## config.mk

```make
export PLATFORM = sky130hd
export DESIGN_NAME = lc3_control
export DESIGN_NICKNAME = d
export VERILOG_FILES = /design/src/rtl/lc3_ctrl_pkg.sv /design/src/rtl/lc3_control_outputs.sv /design/src/rtl/lc3_control.sv
export SDC_FILE = /design/constraint.sdc
export NUM_CORES = 1
export LEC_CHECK = 0
export ABC_AREA = 1
export CORE_MARGIN = 5
export CORE_UTILIZATION = 40
export CTS_CLUSTER_SIZE = 24
export DETAILED_ROUTE_END_ITERATION = 10
export PLACE_DENSITY_LB_ADDON = 0.05
export SYNTH_ARGS = -nofsm -noshare
export SYNTH_HDL_FRONTEND = slang
export SYNTH_SLANG_ARGS = --single-unit
```

## constraint.sdc

```tcl
create_clock -name clk -period 3.2 [get_ports clk]
set_input_delay 0.64 -clock clk [delete_from_list [all_inputs] [get_ports clk]]
set_output_delay 0.64 -clock clk [all_outputs]
set_load 0.1 [all_outputs]
```

## src/rtl/lc3_ctrl_pkg.sv

```systemverilog
// Shared types and encodings for the LC3 multicycle controller.
// The control vector struct carries every datapath control from the decoder to the top.
package lc3_ctrl_pkg;

  typedef enum logic [3:0] {
    FETCH0, FETCH1, FETCH2, DECODE, EXEC, J1, J2, M1, M2, M3, S2, S3, HALT
  } state_t;

  localparam logic [3:0] OP_BR   = 4'b0000;
  localparam logic [3:0] OP_ADD  = 4'b0001;
  localparam logic [3:0] OP_LD   = 4'b0010;
  localparam logic [3:0] OP_ST   = 4'b0011;
  localparam logic [3:0] OP_JSR  = 4'b0100;
  localparam logic [3:0] OP_AND  = 4'b0101;
  localparam logic [3:0] OP_LDR  = 4'b0110;
  localparam logic [3:0] OP_STR  = 4'b0111;
  localparam logic [3:0] OP_RTI  = 4'b1000;
  localparam logic [3:0] OP_NOT  = 4'b1001;
  localparam logic [3:0] OP_RSVA = 4'b1010;
  localparam logic [3:0] OP_RSVB = 4'b1011;
  localparam logic [3:0] OP_JMP  = 4'b1100;
  localparam logic [3:0] OP_RSVD = 4'b1101;
  localparam logic [3:0] OP_LEA  = 4'b1110;
  localparam logic [3:0] OP_TRAP = 4'b1111;

  localparam logic [1:0] ALU_PASS = 2'b00;
  localparam logic [1:0] ALU_ADD  = 2'b01;
  localparam logic [1:0] ALU_AND  = 2'b10;
  localparam logic [1:0] ALU_NOT  = 2'b11;

  localparam logic [1:0] PC_INC = 2'b00;
  localparam logic [1:0] PC_EAB = 2'b01;
  localparam logic [1:0] PC_BUS = 2'b10;

  localparam logic [1:0] EAB2_ZERO  = 2'b00;
  localparam logic [1:0] EAB2_OFF6  = 2'b01;
  localparam logic [1:0] EAB2_OFF9  = 2'b10;
  localparam logic [1:0] EAB2_OFF11 = 2'b11;

  typedef struct packed {
    logic [1:0] alu;
    logic [2:0] sr1;
    logic [2:0] sr2;
    logic [2:0] dr;
    logic [1:0] sel_pc;
    logic       sel_eab1;
    logic [1:0] sel_eab2;
    logic       sel_mar;
    logic       sel_mdr;
    logic       ena_alu;
    logic       ena_marm;
    logic       ena_pc;
    logic       ena_mdr;
    logic       ld_pc;
    logic       ld_ir;
    logic       ld_mar;
    logic       ld_mdr;
    logic       reg_we;
    logic       flag_we;
    logic       mem_we;
    logic       halted;
    logic       illegal_op;
  } ctrl_t;

  function automatic logic is_illegal(input logic [3:0] op);
    return (op == OP_RTI) || (op == OP_RSVA) || (op == OP_RSVB) || (op == OP_RSVD);
  endfunction

endpackage

```

## src/rtl/lc3_control_outputs.sv

```systemverilog
// Combinational decode of controller state, IR and flags into the datapath control vector.
module lc3_ctrl_outputs
  import lc3_ctrl_pkg::*;
(
  input  state_t      state_i,
  input  logic [15:0] ir_i,
  input  logic        n_i,
  input  logic        z_i,
  input  logic        p_i,
  input  logic        wait_done_i,
  output ctrl_t       ctrl_o
);

  logic [3:0] op;
  logic       br_taken;
  logic       unused_ir;

  assign op        = ir_i[15:12];
  assign br_taken  = (ir_i[11] & n_i) | (ir_i[10] & z_i) | (ir_i[9] & p_i);
  assign unused_ir = ^ir_i[5:3];

  always_comb begin
    ctrl_o     = '0;
    ctrl_o.sr1 = ir_i[8:6];
    ctrl_o.sr2 = ir_i[2:0];
    ctrl_o.dr  = ir_i[11:9];
    case (state_i)
      FETCH0: begin
        ctrl_o.ena_pc = 1'b1;
        ctrl_o.ld_mar = 1'b1;
        ctrl_o.ld_pc  = 1'b1;
        ctrl_o.sel_pc = PC_INC;
      end
      // Memory read dwell: data is only captured on the final cycle.
      FETCH1, M2: ctrl_o.ld_mdr = wait_done_i;
      FETCH2: begin
        ctrl_o.ena_mdr = 1'b1;
        ctrl_o.ld_ir   = 1'b1;
      end
      DECODE: ctrl_o.illegal_op = is_illegal(op);
      EXEC: begin
        case (op)
          OP_ADD, OP_AND, OP_NOT: begin
            ctrl_o.alu     = (op == OP_ADD) ? ALU_ADD : (op == OP_AND) ? ALU_AND : ALU_NOT;
            ctrl_o.ena_alu = 1'b1;
            ctrl_o.reg_we  = 1'b1;
            ctrl_o.flag_we = 1'b1;
          end
          OP_BR: begin
            if (br_taken) begin
              ctrl_o.ld_pc    = 1'b1;
              ctrl_o.sel_pc   = PC_EAB;
              ctrl_o.sel_eab2 = EAB2_OFF9;
            end
          end
          OP_JMP: begin
            ctrl_o.ld_pc    = 1'b1;
            ctrl_o.sel_pc   = PC_EAB;
            ctrl_o.sel_eab1 = 1'b1;
            ctrl_o.sel_eab2 = EAB2_ZERO;
          end
          OP_LEA: begin
            ctrl_o.ena_marm = 1'b1;
            ctrl_o.sel_eab2 = EAB2_OFF9;
            ctrl_o.reg_we   = 1'b1;
          end
          default: ;
        endcase
      end
      J1: begin
        ctrl_o.ena_pc = 1'b1;
        ctrl_o.reg_we = 1'b1;
        ctrl_o.dr     = 3'd7;
      end
      J2: begin
        ctrl_o.ld_pc  = 1'b1;
        ctrl_o.sel_pc = PC_EAB;
        if (ir_i[11]) ctrl_o.sel_eab2 = EAB2_OFF11;
        else          ctrl_o.sel_eab1 = 1'b1;
      end
      // IR[14] separates the base+offset6 forms (LDR/STR) from PC+offset9 (LD/ST).
      M1: begin
        ctrl_o.ena_marm = 1'b1;
        ctrl_o.ld_mar   = 1'b1;
        if (ir_i[14]) begin
          ctrl_o.sel_eab1 = 1'b1;
          ctrl_o.sel_eab2 = EAB2_OFF6;
        end else begin
          ctrl_o.sel_eab2 = EAB2_OFF9;
        end
      end
      M3: begin
        ctrl_o.ena_mdr = 1'b1;
        ctrl_o.reg_we  = 1'b1;
        ctrl_o.flag_we = 1'b1;
      end
      S2: begin
        ctrl_o.ena_alu = 1'b1;
        ctrl_o.alu     = ALU_PASS;
        ctrl_o.sr1     = ir_i[11:9];
        ctrl_o.ld_mdr  = 1'b1;
        ctrl_o.sel_mdr = 1'b1;
      end
      S3:      ctrl_o.mem_we = 1'b1;
      HALT:    ctrl_o.halted = 1'b1;
      default: ;
    endcase
  end

endmodule

```

## src/rtl/lc3_control.sv

```systemverilog
// LC3 multicycle control FSM: fetch/decode/execute sequencing with a memory dwell counter.
// Control outputs are decoded combinationally; reset forces every enable/load/write low.
module lc3_control
  import lc3_ctrl_pkg::*;
#(
  parameter int MEM_WAIT = 0
) (
  input  logic        clk,
  input  logic        reset,
  input  logic [15:0] IR,
  input  logic        N,
  input  logic        Z,
  input  logic        P,
  output logic [1:0]  aluControl,
  output logic [2:0]  SR1,
  output logic [2:0]  SR2,
  output logic [2:0]  DR,
  output logic [1:0]  selPC,
  output logic        selEAB1,
  output logic [1:0]  selEAB2,
  output logic        selMAR,
  output logic        selMDR,
  output logic        enaALU,
  output logic        enaMARM,
  output logic        enaPC,
  output logic        enaMDR,
  output logic        ldPC,
  output logic        ldIR,
  output logic        ldMAR,
  output logic        ldMDR,
  output logic        regWE,
  output logic        flagWE,
  output logic        memWE,
  output logic        halted,
  output logic        illegal_op
);

  localparam logic [3:0] WAIT_INIT = 4'(MEM_WAIT);

  state_t     state_q, state_d;
  logic [3:0] wait_q, wait_d;
  logic       wait_done;
  logic [3:0] op;
  ctrl_t      ctrl;
  logic       run;

  assign op        = IR[15:12];
  assign wait_done = (wait_q == 4'd0);
  assign run       = ~reset;

  always_comb begin
    state_d = state_q;
    wait_d  = wait_q;
    case (state_q)
      FETCH0: begin
        state_d = FETCH1;
        wait_d  = WAIT_INIT;
      end
      FETCH1: begin
        if (wait_done) state_d = FETCH2;
        else           wait_d  = wait_q - 4'd1;
      end
      FETCH2: state_d = DECODE;
      DECODE: begin
        case (op)
          OP_BR, OP_ADD, OP_AND, OP_NOT, OP_JMP, OP_LEA: state_d = EXEC;
          OP_JSR:                                        state_d = J1;
          OP_LD, OP_LDR, OP_ST, OP_STR:                  state_d = M1;
          OP_TRAP:                                       state_d = HALT;
          default:                                       state_d = FETCH0;
        endcase
      end
      EXEC: state_d = FETCH0;
      J1:   state_d = J2;
      J2:   state_d = FETCH0;
      // IR[12] is clear for the loads and set for the stores.
      M1: begin
        if (!IR[12]) begin
          state_d = M2;
          wait_d  = WAIT_INIT;
        end else begin
          state_d = S2;
        end
      end
      M2: begin
        if (wait_done) state_d = M3;
        else           wait_d  = wait_q - 4'd1;
      end
      M3: state_d = FETCH0;
      S2: begin
        state_d = S3;
        wait_d  = WAIT_INIT;
      end
      S3: begin
        if (wait_done) state_d = FETCH0;
        else           wait_d  = wait_q - 4'd1;
      end
      HALT:    state_d = HALT;
      default: state_d = FETCH0;
    endcase
  end

  always_ff @(posedge clk) begin
    if (reset) begin
      state_q <= FETCH0;
      wait_q  <= 4'd0;
    end else begin
      state_q <= state_d;
      wait_q  <= wait_d;
    end
  end

  lc3_ctrl_outputs u_outputs (
    .state_i     (state_q),
    .ir_i        (IR),
    .n_i         (N),
    .z_i         (Z),
    .p_i         (P),
    .wait_done_i (wait_done),
    .ctrl_o      (ctrl)
  );

  assign aluControl = ctrl.alu;
  assign SR1        = ctrl.sr1;
  assign SR2        = ctrl.sr2;
  assign DR         = ctrl.dr;
  assign selPC      = ctrl.sel_pc;
  assign selEAB1    = ctrl.sel_eab1;
  assign selEAB2    = ctrl.sel_eab2;
  assign selMAR     = ctrl.sel_mar;
  assign selMDR     = ctrl.sel_mdr;
  assign enaALU     = ctrl.ena_alu & run;
  assign enaMARM    = ctrl.ena_marm & run;
  assign enaPC      = ctrl.ena_pc & run;
  assign enaMDR     = ctrl.ena_mdr & run;
  assign ldPC       = ctrl.ld_pc & run;
  assign ldIR       = ctrl.ld_ir & run;
  assign ldMAR      = ctrl.ld_mar & run;
  assign ldMDR      = ctrl.ld_mdr & run;
  assign regWE      = ctrl.reg_we & run;
  assign flagWE     = ctrl.flag_we & run;
  assign memWE      = ctrl.mem_we & run;
  assign halted     = ctrl.halted;
  assign illegal_op = ctrl.illegal_op & run;

endmodule
```

; Word level (Yosys, flattened, before mapping)
; Memories as Yosys holds them, arrays and structs flattened.
; Cells that the tools add are included.
[op_classes]
addsub = 1
eq_ne = 26
n_bitwise = 18
n_mux = 44
n_reduce_logical = 19
[op_table]
columns = cell, n
row1 = 4-bit equality test (second input constant), 12
row2 = 4-bit one-hot mux with 10 select lines, 1
row3 = 4-bit by 3-bit equality test with 1-bit output (second input constant), 5
row4 = 4-bit two-way mux, 5
row5 = 1-bit two-way mux, 17
row6 = 1-bit bitwise AND, 15
row7 = 2-bit two-way mux, 7
row8 = 1-bit one-hot mux with 2 select lines, 7
row9 = 2-bit OR reduction, 7
row10 = 4-bit zero test, 3
row11 = 2-bit one-hot mux with 2 select lines, 3
row12 = 4-bit one-hot mux with 3 select lines, 1
row13 = 3-bit one-hot mux with 3 select lines, 1
row14 = 4-bit by 1-bit equality test with 1-bit output (second input constant), 2
row15 = 4-bit by 2-bit equality test with 1-bit output (second input constant), 2
row16 = 3-bit two-way mux, 2
row17 = 2-bit by 1-bit != test with 1-bit output (second input constant), 3
row18 = 3-bit AND reduction, 2
row19 = 3-bit OR reduction, 2
row20 = 2-bit != test (second input constant), 2
row21 = 4-bit OR reduction, 1
row22 = 4-bit by 1-bit subtractor with 4-bit output (second input constant), 1
row23 = 1-bit logical OR, 3
row24 = 3-bit nonzero test, 1
row25 = 2 further kinds, 3
[totals]
n_memories = 1
word_cells = 111
out_inout_bits = 31
romBits = 64
input_bits = 21
ff_bits = 8
[mem_list]
columns = memory, depth, word_bits, rd, rd_ports_with_merged_regs, wr, line_no
row1 = (no name shown), 16, 4, 1, 0, 0, lc3_control.sv:65  ; case (op)

; Depth between registers and ports, before layout
; Gate-level depths: netlist of run 1.
[depth]
ltp_word = 7
ltp_mapped = 10
depth_no_buf = 10

; By module
; A second synthesis of run 1 with hierarchy kept.
[hier_totals]
hier_cells = 228
area_unflattened_um2 = 1141.1
[by_module_without_submodules]
columns = mod, area_each_um2, seq_area_each_um2, cells_per_inst, n_inst
row1 = lc3_control, 696.9, 160.2, 130, 1
row2 = lc3_ctrl_outputs, 444.2, 0.0, 98, 1

; Least setup slack after synthesis of run 1
; OpenSTA, ideal clock, no wires.
[synth_timing]
path_kind = register to output
startpoint = register state_q[3]
endpoint = output SR1[0]
path_buffers = 0
setup_slack_ns = -1.276
t_required_ns = 2.560
arrival_ns = 3.836
stages_incl_launch_ff = 7
path_cell_list = dfxtp_1 > inv_2 > nor2_4 > inv_1 > nor2_2 > inv_2 > o21ai_0
[synth_between]
elab_chain_cells = 2
[synth_lines]
columns = item, line_no
row1 = "start, declared", lc3_control.sv:40  ; state_t state_q, state_d;
row2 = "start signal, assigned", lc3_control.sv:108  ; state_q <= state_d;
row3 = 4-bit equality test, lc3_control_outputs.sv:27  ; case (state_i)
row4 = 3-bit two-way mux, lc3_control_outputs.sv:27
row5 = "end, declared", lc3_control.sv:15  ; output logic [2:0] SR1,
; No other way between the ends.

; Worst setup path in the final report of run 1
[layout_timing]
startpoint = input IR[12]
endpoint = output aluControl[1]
[layout_between]
elab_chain_cells = 4
elab_cells_between_ends = 7
cone_classes = eq/ne: 3 / mux: 3 / reduce/logical: 1
[layout_lines]
columns = item, line_no
row1 = "start, declared", lc3_control.sv:10  ; input logic [15:0] IR,
row2 = "4-bit equality test, or another cell as far along", lc3_control_outputs.sv:42  ; case (op)
row3 = 3-bit OR reduction or 2-bit two-way mux (tied branches), "lc3_control_outputs.sv:42, lc3_control_outputs.sv:44"
row4 = 2-bit two-way mux *, lc3_control_outputs.sv:42
row5 = 2-bit two-way mux *, lc3_control_outputs.sv:27
row6 = "end, declared", lc3_control.sv:14  ; output logic [1:0] aluControl,
; Every way passes the cells marked *; elsewhere a longest branch is shown, timed or not.

==> impl_metrics.env, run 1 <==
export IMPL_ant_nets=0
export IMPL_ctsResizeCount=0
export IMPL_fillers=187
export IMPL_placed_area_um2=1520
export IMPL_num_rows=17
export IMPL_synth_top_area_cell="nand2_1"
export IMPL_ctsHoldBuffers=0
export IMPL_root_buffer="clkbuf_4"
export IMPL_startpoint_type="input port"
export IMPL_path_clk_slew_ns=0.05
export IMPL_nets=231
export IMPL_first_pass_iters=4
export IMPL_rsz0062_at_grt="false"
export IMPL_final_max_slew_violation_count=0
export IMPL_drive_gt1_frac=0.242
export IMPL_min_period_over_period=0.894
export IMPL_power_density_nw_per_um2=635
export IMPL_dr_total_vias=1203
export IMPL_yosysTopAreaCellShare=0.192
export IMPL_wirelength_um=2940
export IMPL_syn_area_um2=937
export IMPL_antenna_found_initial=0
export IMPL_die_area_um2=3410
export IMPL_grt_pass1_vias=1100
export IMPL_maxCapViolations=0
export IMPL_status="finished, final reports clean"
export IMPL_diodes=0
export IMPL_grt_total_usage=0.175
export IMPL_initial_core_util=0.420
export IMPL_cts_max_level=1
export IMPL_post_cts_buffers=0
export IMPL_ys_ff_latch=8
export IMPL_final_area_um2=1540
export IMPL_period_minus_slack_ns=2.86
export IMPL_port_buffers=40
export IMPL_netlist_instances=169
export IMPL_yosysSeqAreaShare=0.171
export IMPL_multi_input_area_um2=646
export IMPL_critPathCaptureType="output port"
export IMPL_p_leak_nw=0.751
export IMPL_max_clock_path_buffers=2
export IMPL_final_setup_viol_count=0
export IMPL_area_growth_pct=64.4
export IMPL_holdWs_ns=0.458
export IMPL_avgSynthCellArea_um2=5.55
export IMPL_die_x_um=58.4
export IMPL_max_freq_ghz=0.350
export IMPL_core_um2=2230
export IMPL_ys_warn_count=0
export IMPL_final_util=0.690
export IMPL_worstPathRequired_ns=2.56
export IMPL_seq_area_um2=160
export IMPL_gp_congestion=0.882
export IMPL_cp_arrival_ns=2.22
export IMPL_grt_max_degree=21
export IMPL_crit_fanout=6
export IMPL_drt_initial_drc_count=27
export IMPL_worst_skew_pair_late_latency_ns=0.25
export IMPL_numCtsBuffers=3
export IMPL_overflow=0
export IMPL_skew_ns=0.00104
export IMPL_vdd_drop_max_mv=0.536
export IMPL_tritoncts="done"
export IMPL_drc=0
export IMPL_dp_hpwl_um=2450
export IMPL_cts_sinks=8
export IMPL_grt_first_pass_wirelength_um=4770
export IMPL_ios=52
export IMPL_die_height_um=58.4
export IMPL_crit_type="input port to output port"
export IMPL_place_inst=232
export IMPL_synth_cell_type_count=24
export IMPL_hp_class="flop to flop"
export IMPL_synth_area_top_cells="nand2_1 (19%), dfxtp_1 (17%), inv_1 (10%), a21oi_1 (8.0%), nand3_1 (7.5%)"
export IMPL_detail_route_wl_per_cell_um=12.5
export IMPL_drt_vias_per_instance=5.12
export IMPL_hold_viol_final=0
export IMPL_final_cells=235
[where the power goes]
part           internal [W]  switching (W)  leakage, nW  total (W)
clock             0.0000426      0.0000301       0.0138  0.0000728
combinational      0.000242       0.000507        0.672   0.000750
sequential         0.000130      0.0000255       0.0655   0.000155
[cells in the mapped netlist, drive strengths merged]
cell type,number
nand2,54
inv,29
nor2,18
a21oi,15
nand3,15
dfxtp,8
o21ai,7
buf,5
nor3,4
a31oi,3
nand4,3
clkbuf,2
conb,1
ha,1
nor3b,1
o221a,1
o221ai,1
xor2,1
[registers in the layout (all words and copies together) (netlist names)]
name / flops
state_q: 4
wait_q: 4
[worst max-delay path, stage by stage]
cell,delay (ns)
clkdlybuf4s50_1,0.63
nand2_1,0.12
nor3_1,0.30
inv_1,0.12
nor2_1,0.20
buf_12,0.21
[layout by cell type (no fill, tap or decap), drive strengths merged, types with 2 or more instances in the layout]
master / count
nand2: 54
inv: 29
buf: 27
nor2: 18
nand3: 15
a21oi: 15
clkdlybuf4s50: 14
dfxtp: 8
o21ai: 7
nor3: 4
nand4: 3
clkbuf: 3
a31oi: 3
conb: 2
[stage by stage]
| step | setup slack (ns) | power, W | setup TNS (ns) |
|---|---|---|---|
| floorplan | -0.563 | 0.000717 | -1.96 |
| global placement | 0.366 | 0.000891 | 0 |
| detailed placement | 0.335 | 0.000906 | 0 |
| CTS | 0.321 | 0.000983 | 0 |
| global route | 0.222 | 0.00105 | 0 |
| finish | 0.340 | 0.000977 | 0 |
[metal layers]
layer / GRT usage / vias up / wire (um)
li1: - / 611 / -
met1: 0.200 / 548 / 1280
met4: 0.0728 / 0 / 36
met2: 0.324 / 40 / 1440
met3: 0.0197 / 4 / 181
met5: 0 / - / 0
[cells by family (layout without fill, tap and decap cells)]
kind of cell,Yosys count,in the layout,share of synthesized area
AOI/OAI and AO/OA,27,27,0.159
xor gates and xnor gates,1,1,0.00935
and+or+nand+nor,95,95,0.479
DFF,8,8,0.171
other,1,2,0.00400
buffers and inverters,36,73,0.164
adders and majority gates,1,1,0.0133
[final timing paths]
check	start	to	slack (ns)	depth (start not counted)
setup / recovery	IR[12]	aluControl[1]	0.34	6
setup reg to reg	state_q[3]	wait_q[1]	1.79	9
hold / removal	wait_q[0]	wait_q[0]	0.46	2
hold reg to reg	wait_q[0]	wait_q[0]	0.46	2
[final cells by class]
type / count / share of cell area
Inverter: 29 / 0.0707
Sequential cell: 8 / 0.104
Clock buffer: 3 / 0.0146
Tap cell: 28 / 0.0227
Timing Repair Buffer: 41 / 0.369
Multi-Input combinational cell: 126 / 0.419
(Power assumes the default switching activity.)
==> run 2: changes to the inputs <==
ABC_AREA = 0   (was 1)
==> impl_metrics.env, run 2 <==
export IMPL_final_setup_worst_slack_ns=0.233
export IMPL_reg2reg_depth=6
export IMPL_synth_top_family_by_area="simple AND/OR/NAND/NOR gates"
export IMPL_overflow=0
export IMPL_syn_area_um2=1060
export IMPL_drt_vias_per_instance=5.81
export IMPL_drt_initial_drc_count=60
export IMPL_seq_area_um2=160
export IMPL_drc=0
export IMPL_grt_max_degree=23
export IMPL_crit_fanout=5
export IMPL_diodes=0
export IMPL_wirelength_um=3540
export IMPL_netlist_instances=154
export IMPL_avgSynthCellArea_um2=6.87
export IMPL_synth_area_top_cells="dfxtp_1 (15%), a21oi_1 (5.2%), nor2_1 (3.9%), buf_2 (3.8%), buf_4 (3.5%)"
export IMPL_final_util=0.673
export IMPL_root_buffer="clkbuf_4"
export IMPL_placed_area_um2=1660
export IMPL_ys_warn_count=0
export IMPL_numCtsBuffers=3
export IMPL_mostFrequentLayoutCells="buf_12 (18), buf_4 (16), clkdlybuf4s50_1 (14)"
export IMPL_antenna_found_initial=0
export IMPL_startpoint_type="input port"
export IMPL_synth_cell_type_count=52
export IMPL_grt_pass1_vias=1207
export IMPL_cts_sinks=8
export IMPL_max_freq_ghz=0.337
export IMPL_port_buffers=40
export IMPL_cts_max_level=1
export IMPL_ctsHoldBuffers=0
export IMPL_status="finished, final reports clean"
export IMPL_pre_cts_ws_ns=0.277
export IMPL_final_setup_viol_count=0
export IMPL_crit_reg2reg_launch="wait_q[0]"
export IMPL_min_period_over_period=0.927
export IMPL_synth_fa_ha_area_frac=0.0118
export IMPL_die_area_um2=3770
export IMPL_num_rows=18
export IMPL_gp_congestion=0.763
export IMPL_critPathCapture="selPC[0]"
export IMPL_post_cts_buffers=0
export IMPL_muxShareOfSynthArea=0.0414
export IMPL_synth_ff_type="dfxtp_1"
export IMPL_grt_total_usage=0.193
export IMPL_yosysTopAreaCellShare=0.151
export IMPL_maxCapViolations=0
export IMPL_synthTopCellsByCount="a21oi_1 (11), nor2_1 (11)"
export IMPL_ant_nets=0
export IMPL_r2r_setup_slack_ns=1.38
export IMPL_multi_input_area_um2=812
export IMPL_worstReg2RegEnd="wait_q[3]"
export IMPL_crit_type="input port to output port"
export IMPL_skew_ns=0.0105
export IMPL_period_minus_slack_ns=2.97
export IMPL_startpoint="IR[13]"
export IMPL_critPathCaptureType="output port"
export IMPL_yosysSeqAreaShare=0.151
export IMPL_tritoncts="done"
export IMPL_worstPathRequired_ns=2.56
export IMPL_layout_cells_most_common="buf_12"
export IMPL_hold_viol_final=0
export IMPL_synth_compound_area_frac=0.245
export IMPL_first_pass_iters=4
export IMPL_core_um2=2500
export IMPL_synth_top_area_cell="dfxtp_1"
export IMPL_dr_total_vias=1266
export IMPL_final_max_slew_violation_count=0
export IMPL_detail_route_wl_per_cell_um=16.2
export IMPL_synth_simple_area_share=0.378
export IMPL_dp_hpwl_um=2730
export IMPL_nets=212
export IMPL_power_density_nw_per_um2=568
export IMPL_hp_class="flop to flop"
export IMPL_grt_first_pass_wirelength_um=5490
export IMPL_synth_async_reset_ratio=0
export IMPL_max_clock_path_buffers=2
export IMPL_ios=52
export IMPL_drive_gt1_frac=0.287
export IMPL_final_area_um2=1680
export IMPL_vdd_drop_max_mv=0.505
export IMPL_cp_arrival_ns=2.33
export IMPL_worst_skew_pair_late_latency_ns=0.26
export IMPL_rsz0062_at_grt="false"
export IMPL_synth_xor_area_share=0.0496
export IMPL_initial_core_util=0.423
export IMPL_p_leak_nw=0.636
export IMPL_place_inst=215
export IMPL_final_cells=218
export IMPL_ctsResizeCount=0
export IMPL_fillers=228
export IMPL_path_clk_slew_ns=0.06
export IMPL_die_x_um=61.4
export IMPL_synth_edf_count=0
export IMPL_ys_ff_latch=8
export IMPL_area_growth_pct=59.0
export IMPL_die_height_um=61.4
export IMPL_biggestRegsByFlops="state_q (4), wait_q (4)"
[run 2: cell types whose count changed after synthesis, sizes merged, moves of 5 or more]
| cell | before | now |
|---|---|---|
| nand2b | 0 | 5 |
| nand2 | 54 | 8 |
| or2 | 0 | 6 |
| nor2b | 0 | 5 |
| nor2 | 18 | 11 |
| inv | 29 | 8 |
| nand3 | 15 | 6 |
| buf | 5 | 13 |
[run 2: area by class of cell]
class	count	area share
repair buffers	48	0.369
inverters	8	0.0178
well taps	30	0.0223
flip-flops and latches	8	0.0952
multi-input cells	121	0.483
clock buffers	3	0.0134
[run 2: report_power, final]
part / switching [W] / total (W) / internal, W
registers: 0.0000128 / 0.000133 / 0.000120
logic: 0.000471 / 0.000740 / 0.000269
clock network: 0.0000393 / 0.0000825 / 0.0000432
total: 0.000524 / 0.000956 / 0.000432
[run 2: cells by family after synthesis]
group,after synthesis
XOR/XNOR,6
other,1
flip-flops,8
multiplexers,4
AND/OR/NAND/NOR,68
buffers and inverters,26
AO/OA/AOI/OAI,40
adder cells (fa/ha/maj),1
[run 2: per-stage QoR]
| stage | power, W | hold slack (ns) | setup TNS, ns |
|---|---|---|---|
| floorplan | 0.000672 | 0.442 | -0.190 |
| global placement | 0.000846 | 0.455 | 0 |
| CTS | 0.000949 | 0.482 | 0 |
| finish | 0.000956 | 0.483 | 0 |
| global route | 0.00100 | 0.533 | 0 |
| detailed placement | 0.000867 | 0.472 | 0 |
[run 2: critical path, cell delays in order]
cell	delay, ns
clkdlybuf4s50_1	0.42
buf_4	0.16
nor4_1	0.45
o21ai_1	0.22
o21ai_1	0.22
buf_12	0.21
[run 2: worst min path at each step]
stage	slack, ns	cells after the start	end	from
4_1_cts	0.48	2	wait_q[1]	wait_q[1]
3_5_place_dp	0.47	2	wait_q[1]	wait_q[1]
6_report	0.48	2	wait_q[1]	wait_q[1]
2_1_floorplan	0.44	2	wait_q[1]	wait_q[1]
3_3_place_gp	0.46	2	wait_q[1]	wait_q[1]
5_1_grt	0.53	2	wait_q[1]	wait_q[1]
[run 2: layer usage]
layer  wire [um]  global-route usage  part of all wire
met5           0                   0                 0
met4          46              0.0455             0.013
met3         274              0.0419             0.077
met2        1780               0.338              0.50
met1        1440               0.241              0.41
